===== src/rtl/shop_cmd_packer.sv =====
// shop_cmd_packer: assembles a serial ASCII byte stream into a right-aligned,
// zero-padded string word (same layout as a Verilog string literal) and
// presents it to the shop_v command FSM on a line terminator.
//
// Optional feature macro: SHOP_CMD_PACKER_BACKSPACE_EN
//   defined   -> BS_CHAR deletes the last collected character
//   undefined -> BS_CHAR is ignored like any other control byte
module shop_cmd_packer #(
   parameter int          NUM_CHARS  = 7,
   parameter int          A_NUM_BITS = NUM_CHARS*8,
   parameter int          U_NUM_BITS = 4,
   parameter logic [7:0]  TERM_CHAR  = 8'h0D,
   parameter logic [7:0]  BS_CHAR    = 8'h08,
   localparam int         CNT_W      = $clog2(NUM_CHARS+1)
) (
   input  logic                  i_clk,
   input  logic                  i_reset,
   input  logic                  i_ch_vld,
   input  logic [7:0]            i_ch,
   input  logic [U_NUM_BITS-1:0] i_u,
   output logic [A_NUM_BITS-1:0] o_a,
   output logic [U_NUM_BITS-1:0] o_u,
   output logic                  o_rdy,
   output logic                  o_ovf,
   output logic [CNT_W-1:0]      o_cnt
);

`ifdef SHOP_CMD_PACKER_BACKSPACE_EN
   localparam bit BS_EN = 1'b1;
`else
   localparam bit BS_EN = 1'b0;
`endif

   typedef enum logic [1:0] {
      EMPTY   = 2'd0,
      COLLECT = 2'd1,
      DISCARD = 2'd2,
      EMIT    = 2'd3
   } state_t;

   state_t                  state_q, state_nxt;
   logic [A_NUM_BITS-1:0]   buf_q, buf_nxt;
   logic [CNT_W-1:0]        cnt_q, cnt_nxt;
   logic [U_NUM_BITS-1:0]   u_lat_q;
   logic                    u_cap;
   logic                    ovf_set;

   // byte classification
   logic is_print, is_term, is_bs;
   assign is_print = (i_ch >= 8'h20) && (i_ch <= 8'h7E);
   assign is_term  = (i_ch == TERM_CHAR);
   assign is_bs    = BS_EN && (i_ch == BS_CHAR);

   assign o_cnt = cnt_q;

   // state register
   always_ff @(posedge i_clk or negedge i_reset) begin
      if (!i_reset) state_q <= EMPTY;
      else          state_q <= state_nxt;
   end

   // next state plus assembly buffer / count update
   always_comb begin
      state_nxt = state_q;
      buf_nxt   = buf_q;
      cnt_nxt   = cnt_q;
      u_cap     = 1'b0;
      ovf_set   = 1'b0;
      case (state_q)
         EMPTY: begin
            if (i_ch_vld && is_print) begin
               buf_nxt   = A_NUM_BITS'(i_ch);
               cnt_nxt   = CNT_W'(1);
               state_nxt = COLLECT;
            end
         end
         COLLECT: begin
            if (i_ch_vld) begin
               if (is_print) begin
                  if (cnt_q < CNT_W'(NUM_CHARS)) begin
                     buf_nxt = {buf_q[A_NUM_BITS-9:0], i_ch};
                     cnt_nxt = cnt_q + CNT_W'(1);
                  end else begin
                     // overlong line: drop everything until the terminator
                     buf_nxt   = '0;
                     cnt_nxt   = '0;
                     state_nxt = DISCARD;
                  end
               end else if (is_term) begin
                  u_cap     = 1'b1;
                  state_nxt = EMIT;
               end else if (is_bs) begin
                  buf_nxt = buf_q >> 8;
                  cnt_nxt = cnt_q - CNT_W'(1);
                  if (cnt_q == CNT_W'(1)) state_nxt = EMPTY;
               end
            end
         end
         DISCARD: begin
            if (i_ch_vld && is_term) begin
               ovf_set   = 1'b1;
               state_nxt = EMPTY;
            end
         end
         EMIT: begin
            // buffer is handed to o_a this cycle; a byte arriving now starts
            // the next word so nothing is lost
            buf_nxt   = '0;
            cnt_nxt   = '0;
            state_nxt = EMPTY;
            if (i_ch_vld && is_print) begin
               buf_nxt   = A_NUM_BITS'(i_ch);
               cnt_nxt   = CNT_W'(1);
               state_nxt = COLLECT;
            end
         end
         default: state_nxt = EMPTY;
      endcase
   end

   // assembly buffer and character count
   always_ff @(posedge i_clk or negedge i_reset) begin
      if (!i_reset) begin
         buf_q <= '0;
         cnt_q <= '0;
      end else begin
         buf_q <= buf_nxt;
         cnt_q <= cnt_nxt;
      end
   end

   // user index captured with the terminator, presented at emit
   always_ff @(posedge i_clk or negedge i_reset) begin
      if (!i_reset)   u_lat_q <= '0;
      else if (u_cap) u_lat_q <= i_u;
   end

   // output word, user index and one-cycle strobes
   always_ff @(posedge i_clk or negedge i_reset) begin
      if (!i_reset) begin
         o_a   <= '0;
         o_u   <= '0;
         o_rdy <= 1'b0;
         o_ovf <= 1'b0;
      end else begin
         o_rdy <= (state_q == EMIT);
         o_ovf <= ovf_set;
         if (state_q == EMIT) begin
            o_a <= buf_q;
            o_u <= u_lat_q;
         end
      end
   end

endmodule


===== config.mk =====
export PLATFORM = sky130hd
export DESIGN_NAME = shop_cmd_packer
export DESIGN_NICKNAME = d
export VERILOG_FILES = /design/src/rtl/shop_cmd_packer.sv
export SDC_FILE = /design/constraint.sdc
export NUM_CORES = 1
export LEC_CHECK = 0
export BUFFER_PORTS_ARGS = -buffer_cell sky130_fd_sc_hd__buf_2
export CAP_MARGIN = 25
export CORE_UTILIZATION = 60
export CTS_BUF_LIST = sky130_fd_sc_hd__clkbuf_8
export DETAILED_ROUTE_END_ITERATION = 10
export PLACE_DENSITY = 0.89
export SYNTH_ARGS = -nofsm -noshare
export SYNTH_HDL_FRONTEND = slang
export SYNTH_SLANG_ARGS = --single-unit

===== constraint.sdc =====
create_clock -name i_clk -period 5.14 [get_ports i_clk]
set_input_delay 0.514 -clock i_clk [delete_from_list [all_inputs] [get_ports i_clk]]
set_output_delay 0.514 -clock i_clk [all_outputs]
set_load 0.1 [all_outputs]

# Word-level counts from Yosys, hierarchy flattened
# Index checks and enable logic that the tools add are counted.
classes:
  add_sub_neg: 1
  n_lt_le_gt_ge: 3
  n_eq_ne: 10
  n_reduce_logical: 7
  muxes: 26
op_table:
  columns: ["op", "count"]
  rows:
  - ["$mux 56", 4]
  - ["$pmux 56 s3", 1]
  - ["$mux 2", 6]
  - ["$mux 3", 4]
  - ["$pmux 3 s3", 1]
  - ["$eq 8x4->1 const B", 1]
  - ["$ge 8x6->1 const B", 1]
  - ["$le 8x7->1 const B", 1]
  - ["$mux 1", 8]
  - ["$mux 8", 1]
  - ["$ne 2x2->1 const B", 4]
  - ["$pmux 2 s4", 1]
  - ["$ne 3x3->1 const B", 2]
  - ["$reduce_and 5->1", 1]
  - ["$eq 2x2->1 const B", 2]
  - ["$reduce_and 4->1", 1]
  - ["$add 3x1->3 const B", 1]
  - ["$logic_and 1x1->1", 3]
  - ["$lt 3x3->1 const B", 1]
  - ["$reduce_bool 3->1", 1]
  - ["$eq 2x1->1 const B", 1]
  - ["$logic_not 2->1", 1]
totals:
  wordCells: 55
  input_bits: 15
  regBits: 127
  out_inout_bits: 65

# Depth between registers and ports, before layout
# Gate-level depths: netlist of run 1.
logic_depth:
  word_depth: 5
  depth_mapped: 9
  depth_no_buf: 7

# Worst setup path before layout of run 1
# Ideal clock, no wire load.
synth_path:
  path_kind: "register to register"
  start: "register cnt_q[0], in the netlist o_cnt[0]"
  end: "register buf_q[0]"
  stages_incl_launch_ff: 6
  setup_ns: 0.128
  t_arrival_ns: 1.982
  synth_period_minus_slack_ns: 2.110
  path_buffers: 1
  required_ns: 5.012
  setup_slack_ns: 3.030
  cell_sequence: "dfrtp_1 > a31oi_1 > or3b_1 > clkbuf_1 > nand2_1 > o21ai_0"
synth_via:
  elab_chain_len: 5
synth_rtl:
  columns: ["element", "line", "source"]
  rows:
  - ["start, declared", "43", "logic [CNT_W-1:0] cnt_q, cnt_nxt;"]
  - ["start signal, assigned", "128", "cnt_q <= cnt_nxt;"]
  - ["$lt 3x3->1", "80", "if (cnt_q < CNT_W'(NUM_CHARS)) begin"]
  - ["$mux 56", "80", null]
  - ["$mux 56", "79", "if (is_print) begin"]
  - ["$mux 56", "78", "if (i_ch_vld) begin"]
  - ["$pmux 56 s3", "69", "case (state_q)"]
  - ["end signal, assigned", "127", "buf_q <= buf_nxt;"]
  - ["end, declared", "42", "logic [A_NUM_BITS-1:0] buf_q, buf_nxt;"]
# Every way passes these cells. The select of a mux whose other input is x is not followed.
# A chain may end at the register's enable or synchronous reset.

# Worst setup path after layout of run 1
layout_path:
  start: "register state_q[1]"
  end: "register buf_q[28]"
layout_via:
  elab_chain_len: 3
  elab_cells_between_ends: 9
  classes_between: "5 x eq/ne; 1 x mux; 3 x reduce/logical"
layout_rtl:
  columns: ["element", "line", "source"]
  rows:
  - ["start, declared", "41", "state_t state_q, state_nxt;"]
  - ["start signal, assigned", "59", "else state_q <= state_nxt;"]
  - ["$eq 2x1->1, or another cell as far along", "69", null]
  - ["$ne 2x2->1 (no source line) or $reduce_bool 3->1 (tied branches)", null, null]
  - ["$reduce_and 4->1 (no source line)", null, null]
# Several ways; a longest one is shown, not always the timed one.

==> out/qor.txt, run 1 <==
Status -> finished clean
Inst Count DP -> 598
DP HPWL -> 6560 um
Critical path class -> flip-flop to flip-flop
Max Cap Violations -> 0
Layout Nets -> 535
Drt first pass iters -> 6
Prevailing post-synth register cell -> dfrtp_1
Final Skew -> 0.0134 ns
Chip Width -> 94.4 um
Peak Freq -> 425 MHz
Largest net degree at the start of global routing -> 118
RSZ-0062 raised after global routing -> false
Final min period -> 2.35 ns
DRC marker count from the first detailed-route iteration -> 248
Sink Count -> 127
Total negative slack -> 0 ns
Max Buffers Root-to-Sink -> 2
Critical Path RT -> 5.39 ns
CTS root buffer -> clkbuf_8
Post-synth top area share -> 0.621
Die Area -> 8910 um2
Share of cells above drive strength 1 -> 0.361
Count of different cell masters after synthesis -> 33
Number of global-route vias before repair -> 3571
Sequential area share after synthesis -> 0.621
Critical path arrival -> 2.60 ns
Critical Path Start Type -> flip-flop
Flops & latches, synth -> 127
CP endpoint kind -> flip-flop
Die Ht -> 94.4 um
First-pass GRT wire length -> 17300 um
Worst-Margin Slew -> 0.953 ns
Ys async rst share -> 1.00
Antenna fix cells -> 0
Later-pin clock latency in the skew report -> 0.43 ns
Standard-cell rows -> 33
Hold Vio Cnt, Final -> 0
Fill count -> 547
Number of port buffers -> 79
Syn-to-layout area delta -> 17.9%
Top cell types by occurrence after synthesis -> dfrtp_1, nand2_1, mux2_2
Core area -> 8220 um2
Fin cells -> 632
Grt total ovfl -> 0
Mapped Cells -> 437
CTS Buf Count -> 17
DRC -> 0
Antenna Nets Post-Route -> 0
Drt wl/cell -> 16.2 um
Number of synthesized flops with an enable pin -> 0
Hold Crit Class -> input pin to flip-flop
Initial core utilization -> 0.623
Initial antenna violation count -> 0
Reg clk slew, reported paths -> 0.07 ns
Register area -> 3180 um2
Max-slew violation count -> 0
Synth Area per Inst -> 11.7 um2
Synth Warn # -> 0
Routed via count -> 3507
Post-cts sizing count -> 0
Setup violators final -> 0
Cell with the most instances after synthesis -> dfrtp_1
Crit share post-route -> 0.458
Slew HR -> 0.364
Critical path peak fanout -> 117
Vias/cell -> 5.55
CTS tree -> done
Gp weighted congestion -> 0.854
Area leader, netlist -> dfrtp_1
Global-route usage over all layers -> 0.258
Final Routed Wirelength -> 10200 um
Multi-input logic area -> 1810 um2
H-tree depth -> 4
Top post-synthesis cells by area -> dfrtp_1, mux2_2, nand2_1
Synthesized cell area -> 5120 um2
Synth Net Count -> 458
Ports -> 80
==> routing by layer <==
layer	track usage	vias up	routed length (um)
li1	-	1622	-
met1	0.338	1751	4340
met2	0.414	111	5210
met3	0.0515	23	449
met4	0.126	0	249
met5	0	-	0
==> kinds of logic after synthesis <==
family | Yosys count | synth area share
flops | 127 | 0.621
compound gates | 76 | 0.0860
mux | 65 | 0.143
buf+inv | 33 | 0.0318
fa+ha+maj | 6 | 0.0147
simple gates | 130 | 0.104
==> repair_timing <==
item                      4_1_cts  5_1_grt
setup buffers                   0        0
hold endpoints to repair        0        6
hold buffers                    0        1
==> path summary, 6_finish.rpt <==
| check | from | endpoint | slack (ns) | depth (start not counted) |
|---|---|---|---|---|
| setup / recovery | state_q[1] | buf_q[28] | 2.79 | 5 |
| hold / removal | i_u[3] | u_lat_q[3] | 0.32 | 2 |
| setup reg to reg | state_q[1] | buf_q[28] | 2.79 | 5 |
| hold reg to reg | buf_q[53] | buf_q[53] | 0.49 | 2 |
| max in group asynchronous | i_reset | buf_q[15] | 3.52 | 4 |
| min in group asynchronous | i_reset | o_a[51] | 0.45 | 2 |
==> critical path, cell delays in order (launching register included) <==
cell and delay, ns:
dfrtp_1 0.40, inv_1 0.11, ha_1 0.28, inv_1 0.27, a22o_4 0.82, o21ai_0 0.27
==> area by class of cell <==
type / count / area share
tap: 105 / 0.0218
inverter: 7 / 0.00435
clock inverter: 14 / 0.0315
multi-input combinational: 277 / 0.299
sequential: 127 / 0.526
clock buffer: 18 / 0.0410
timing repair buffer: 84 / 0.0759
==> layout by cell type (no fill, tap or decap), types with 2 or more instances in the layout <==
cell type / n
inv_1: 8
dfrtp_1: 127
bufinv_16: 4
buf_2: 78
clkinv_2: 3
clkbuf_8: 18
o21ai_1: 7
a21oi_1: 3
o21a_1: 2
clkinv_4: 3
o21ai_0: 54
inv_6: 2
ha_1: 5
buf_4: 4
nor2_1: 6
nand2_1: 117
mux2_2: 64
==> flip-flops by register name, summed over array words and instances (netlist names) <==
name	count
buf_q	56
o_a	56
o_rdy	1
state_q	2
o_cnt	3
o_u	4
u_lat_q	4
o_ovf	1
==> stage by stage <==
step                setup WS (ns)  hold slack (ns)  cell area (um2)   util
detailed placement           2.77            0.475             5560  0.677
floorplan                    3.03            0.218             5120      -
finish                       2.79            0.317             6040  0.735
global placement             2.93            0.461             5560  0.677
CTS                          2.80            0.289             6000  0.730
global route                 2.54            0.307             6040  0.735
Power of run 1 is left out: the tool's default activity adds up to more than one toggle a clock period on the data nets, which glitch-free logic cannot reach.
==> inputs of run 2 (changes only) <==
--- a/config.mk
+++ b/config.mk
@@ -5,12 +5,13 @@
 export SDC_FILE = /design/constraint.sdc
 export NUM_CORES = 1
 export LEC_CHECK = 0
+export ABC_AREA = 1
 export BUFFER_PORTS_ARGS = -buffer_cell sky130_fd_sc_hd__buf_2
 export CAP_MARGIN = 25
-export CORE_UTILIZATION = 60
+export CORE_UTILIZATION = 59
 export CTS_BUF_LIST = sky130_fd_sc_hd__clkbuf_8
 export DETAILED_ROUTE_END_ITERATION = 10
-export PLACE_DENSITY = 0.89
+export PLACE_DENSITY = 0.87
 export SYNTH_ARGS = -nofsm -noshare
 export SYNTH_HDL_FRONTEND = slang
 export SYNTH_SLANG_ARGS = --single-unit
==> constraint.sdc (replaced) <==
create_clock -name i_clk -period 2.35 [get_ports i_clk]
set_input_delay 0.235 -clock i_clk [delete_from_list [all_inputs] [get_ports i_clk]]
set_output_delay 0.235 -clock i_clk [all_outputs]
set_load 0.1 [all_outputs]
==> run 2 against run 1 <==
Compared with the run above: final cell count rose by 24%; first-iteration DRC count rose by 30%; clock-buffer cell count unchanged; critical endpoint is now buf_q[8]; worst hold slack got worse by 0.29 ns; flip-flop and latch count is the same.
==> out/qor.txt, run 2 <==
Synth Net Count -> 609 (+33%)
Number of port buffers -> 79 (unchanged)
Max Buffers Root-to-Sink -> 2 (unchanged)
Initial core utilization -> 0.622 (-0.00138)
Later-pin clock latency in the skew report -> 0.42 ns (about the same)
Most frequent cells in the layout -> nand2_1, dfrtp_1, buf_2
Commonest non-fill, non-tap cell in the layout -> nand2_1
WL met1 -> 4700 um (+8.5%)
DRC marker count from the first detailed-route iteration -> 323 (+30%)
Setup ws final -> 0.260 ns (-2.53 ns)
CTS Buf Count -> 17 (unchanged)
Critical path class -> flip-flop to flip-flop
Reg2Reg Depth -> 9 (+4)
Vias/cell -> 5.28 (-4.8%)
Worst-Margin Slew -> 0.724 ns (-0.229 ns)
Peak Freq -> 479 MHz (+13%)
Fill count -> 606 (+11%)
Final Routed Wirelength -> 11100 um (+8.3%)
Post-synth top area share -> 0.610 (-0.0109)
Hold Path Depth -> 3 (+1)
Drt wl/cell -> 14.1 um (-13%)
Post-cts sizing count -> 0 (unchanged)
Synth Warn # -> 0 (unchanged)
Critical path arrival -> 2.40 ns (-0.20 ns)
Count of different cell masters after synthesis -> 24 (-27%)
Die Ht -> 96.0 um (+1.7%)
Drt first pass iters -> 5 (-1)
Sink Count -> 127 (unchanged)
Layout Nets -> 687 (+28%)
Register area -> 3180 um2 (unchanged)
Critical Path Start Type -> flip-flop
CP endpoint kind -> flip-flop
Status -> finished clean
Setup bufs post-CTS -> 0 (unchanged)
Die Area -> 9210 um2 (+3.4%)
Crit share post-route -> 0.889 (+0.431)
CTS root buffer -> clkbuf_8
Number of synthesized flops with an enable pin -> 0 (unchanged)
Core area -> 8380 um2 (+2.0%)
Hold endpoint -> u_lat_q[2]
Reg clk slew, reported paths -> 0.07 ns (about the same)
RSZ-0062 raised after global routing -> false
Initial antenna violation count -> 0 (unchanged)
RR Startpoint -> state_q[1]
Hold Crit Class -> input pin to flip-flop
Syn-to-layout area delta -> 17.7%
Grt total ovfl -> 0 (unchanged)
Mapped Cells -> 588 (+35%)
CTS Hold Bufs -> 1 (+1)
Number of global-route vias before repair -> 3944 (+10%)
Antenna Nets Post-Route -> 0 (unchanged)
Setup violators final -> 0 (unchanged)
Uppermost layer routed -> met4
Hold slack final -> 0.0259 ns (-0.291 ns)
Critical Path RT -> 2.66 ns (-2.73 ns)
Worst hold path startpoint -> i_u[2]
H-tree depth -> 4 (unchanged)
Max-slew violation count -> 0 (unchanged)
Hold Vio Cnt, Final -> 0 (unchanged)
Max Cap Violations -> 0 (unchanged)
Global-route usage over all layers -> 0.267 (+0.00929)
Chip Width -> 96.0 um (+1.7%)
Top post-synthesis cells by area -> dfrtp_1, nand2_1, o21ai_0
Antenna fix cells -> 0 (unchanged)
Share of cells above drive strength 1 -> 0.219 (-0.141)
Placement Setup Slack -> 0.337 ns (-2.44 ns)
Area leader, netlist -> dfrtp_1
CTS tree -> done
Ports -> 80 (unchanged)
Met3 WL -> 560 um (+25%)
DP HPWL -> 7170 um (+9.3%)
Ys async rst share -> 1.00 (unchanged)
Multi-input logic area -> 1820 um2 (+0.62%)
Top flop regs -> buf_q (56), o_a (56)
Synth Area per Inst -> 8.86 um2 (-24%)
First-pass GRT wire length -> 18400 um (+6.7%)
DRC -> 0 (unchanged)
Slew HR -> 0.517 (+0.153)
R2r endpoint -> buf_q[8]
Routed via count -> 4142 (+18%)
Setup slack, reg-to-reg -> 0.26 ns (-2.53 ns)
Synthesized cell area -> 5210 um2 (+1.8%)
Cell with the most instances after synthesis -> nand2_1
Flops & latches, synth -> 127 (unchanged)
Final min period -> 2.09 ns (-0.263 ns)
Sequential area share after synthesis -> 0.610 (-0.0109)
Prevailing post-synth register cell -> dfrtp_1
Final Skew -> 0.00754 ns (-0.00583 ns)
Top cell types by occurrence after synthesis -> nand2_1, dfrtp_1, o21ai_0
Total negative slack -> 0 ns (unchanged)
Gp weighted congestion -> 0.939 (+10%)
Largest net degree at the start of global routing -> 57 (-52%)
Standard-cell rows -> 33 (unchanged)
Critical path peak fanout -> 45 (-62%)
Met2 wire length -> 5570 um (+7.0%)
==> run 2: changes by cell type after synthesis, moves of 6 or more <==
cell | before | now
buf_2 | 4 | 10
inv_1 | 7 | 13
mux2_2 | 64 | 0
nand2_1 | 117 | 305
nand2_2 | 1 | 12
nand3_1 | 1 | 17
o21ai_0 | 54 | 48
o21ai_1 | 7 | 0
o21ai_2 | 0 | 12
==> run 2: worst max path at each step <==
stage / startpoint / end / slack, ns / cells past startpoint
after global placement: state_q[1] / buf_q[34] / 0.49 / 8
after floorplan: o_cnt[2] / state_q[0] / 0.43 / 8
after global routing: state_q[1] / buf_q[48] / 0.13 / 9
final: state_q[1] / buf_q[8] / 0.26 / 9
after CTS: state_q[1] / buf_q[8] / 0.27 / 9
after detailed placement: state_q[1] / buf_q[48] / 0.34 / 9
==> run 2: layout make-up <==
class                   instances  area share
repair buffers                 89      0.0857
well taps                     105      0.0214
clock buffers                  18      0.0404
clock inverters                14      0.0284
flip-flops and latches        127       0.518
inverters                      16     0.00979
multi-input cells             415       0.296
==> run 2: worst max-delay path, stage by stage, from the launching register on <==
cell and delay, ns:
dfrtp_1 0.42, inv_1 0.13, ha_1 0.33, inv_1 0.13, o21bai_1 0.18, nand2_2 0.10, nand2_4 0.23, buf_12 0.23
nand2_1 0.09, o21ai_0 0.12
==> run 2: cell families (layout without fill, tap and decap cells) <==
| group | count (synthesis) | count (layout) | synth area share |
|---|---|---|---|
| xor+xnor | 1 | 1 | 0.00168 |
| simple gates | 346 | 346 | 0.263 |
| flops | 127 | 127 | 0.610 |
| compound gates | 62 | 62 | 0.0687 |
| fa+ha+maj | 6 | 6 | 0.0144 |
| buf+inv | 46 | 137 | 0.0420 |
==> run 2: metrics by stage <==
stage,cell area (um2),instances,util
floorplan,5210,588,-
global placement,5700,751,0.680
detailed placement,5700,751,0.680
CTS,6130,784,0.732
global route,6130,784,0.732
finish,6130,784,0.732
==> run 2: layer usage <==
layer | GRT usage | up-vias
met4 | 0.0920 | 0
met2 | 0.445 | 147
li1 | - | 1983
met3 | 0.0679 | 31
met5 | 0 | -
met1 | 0.341 | 1981
Power of run 2 is left out for the same reason.
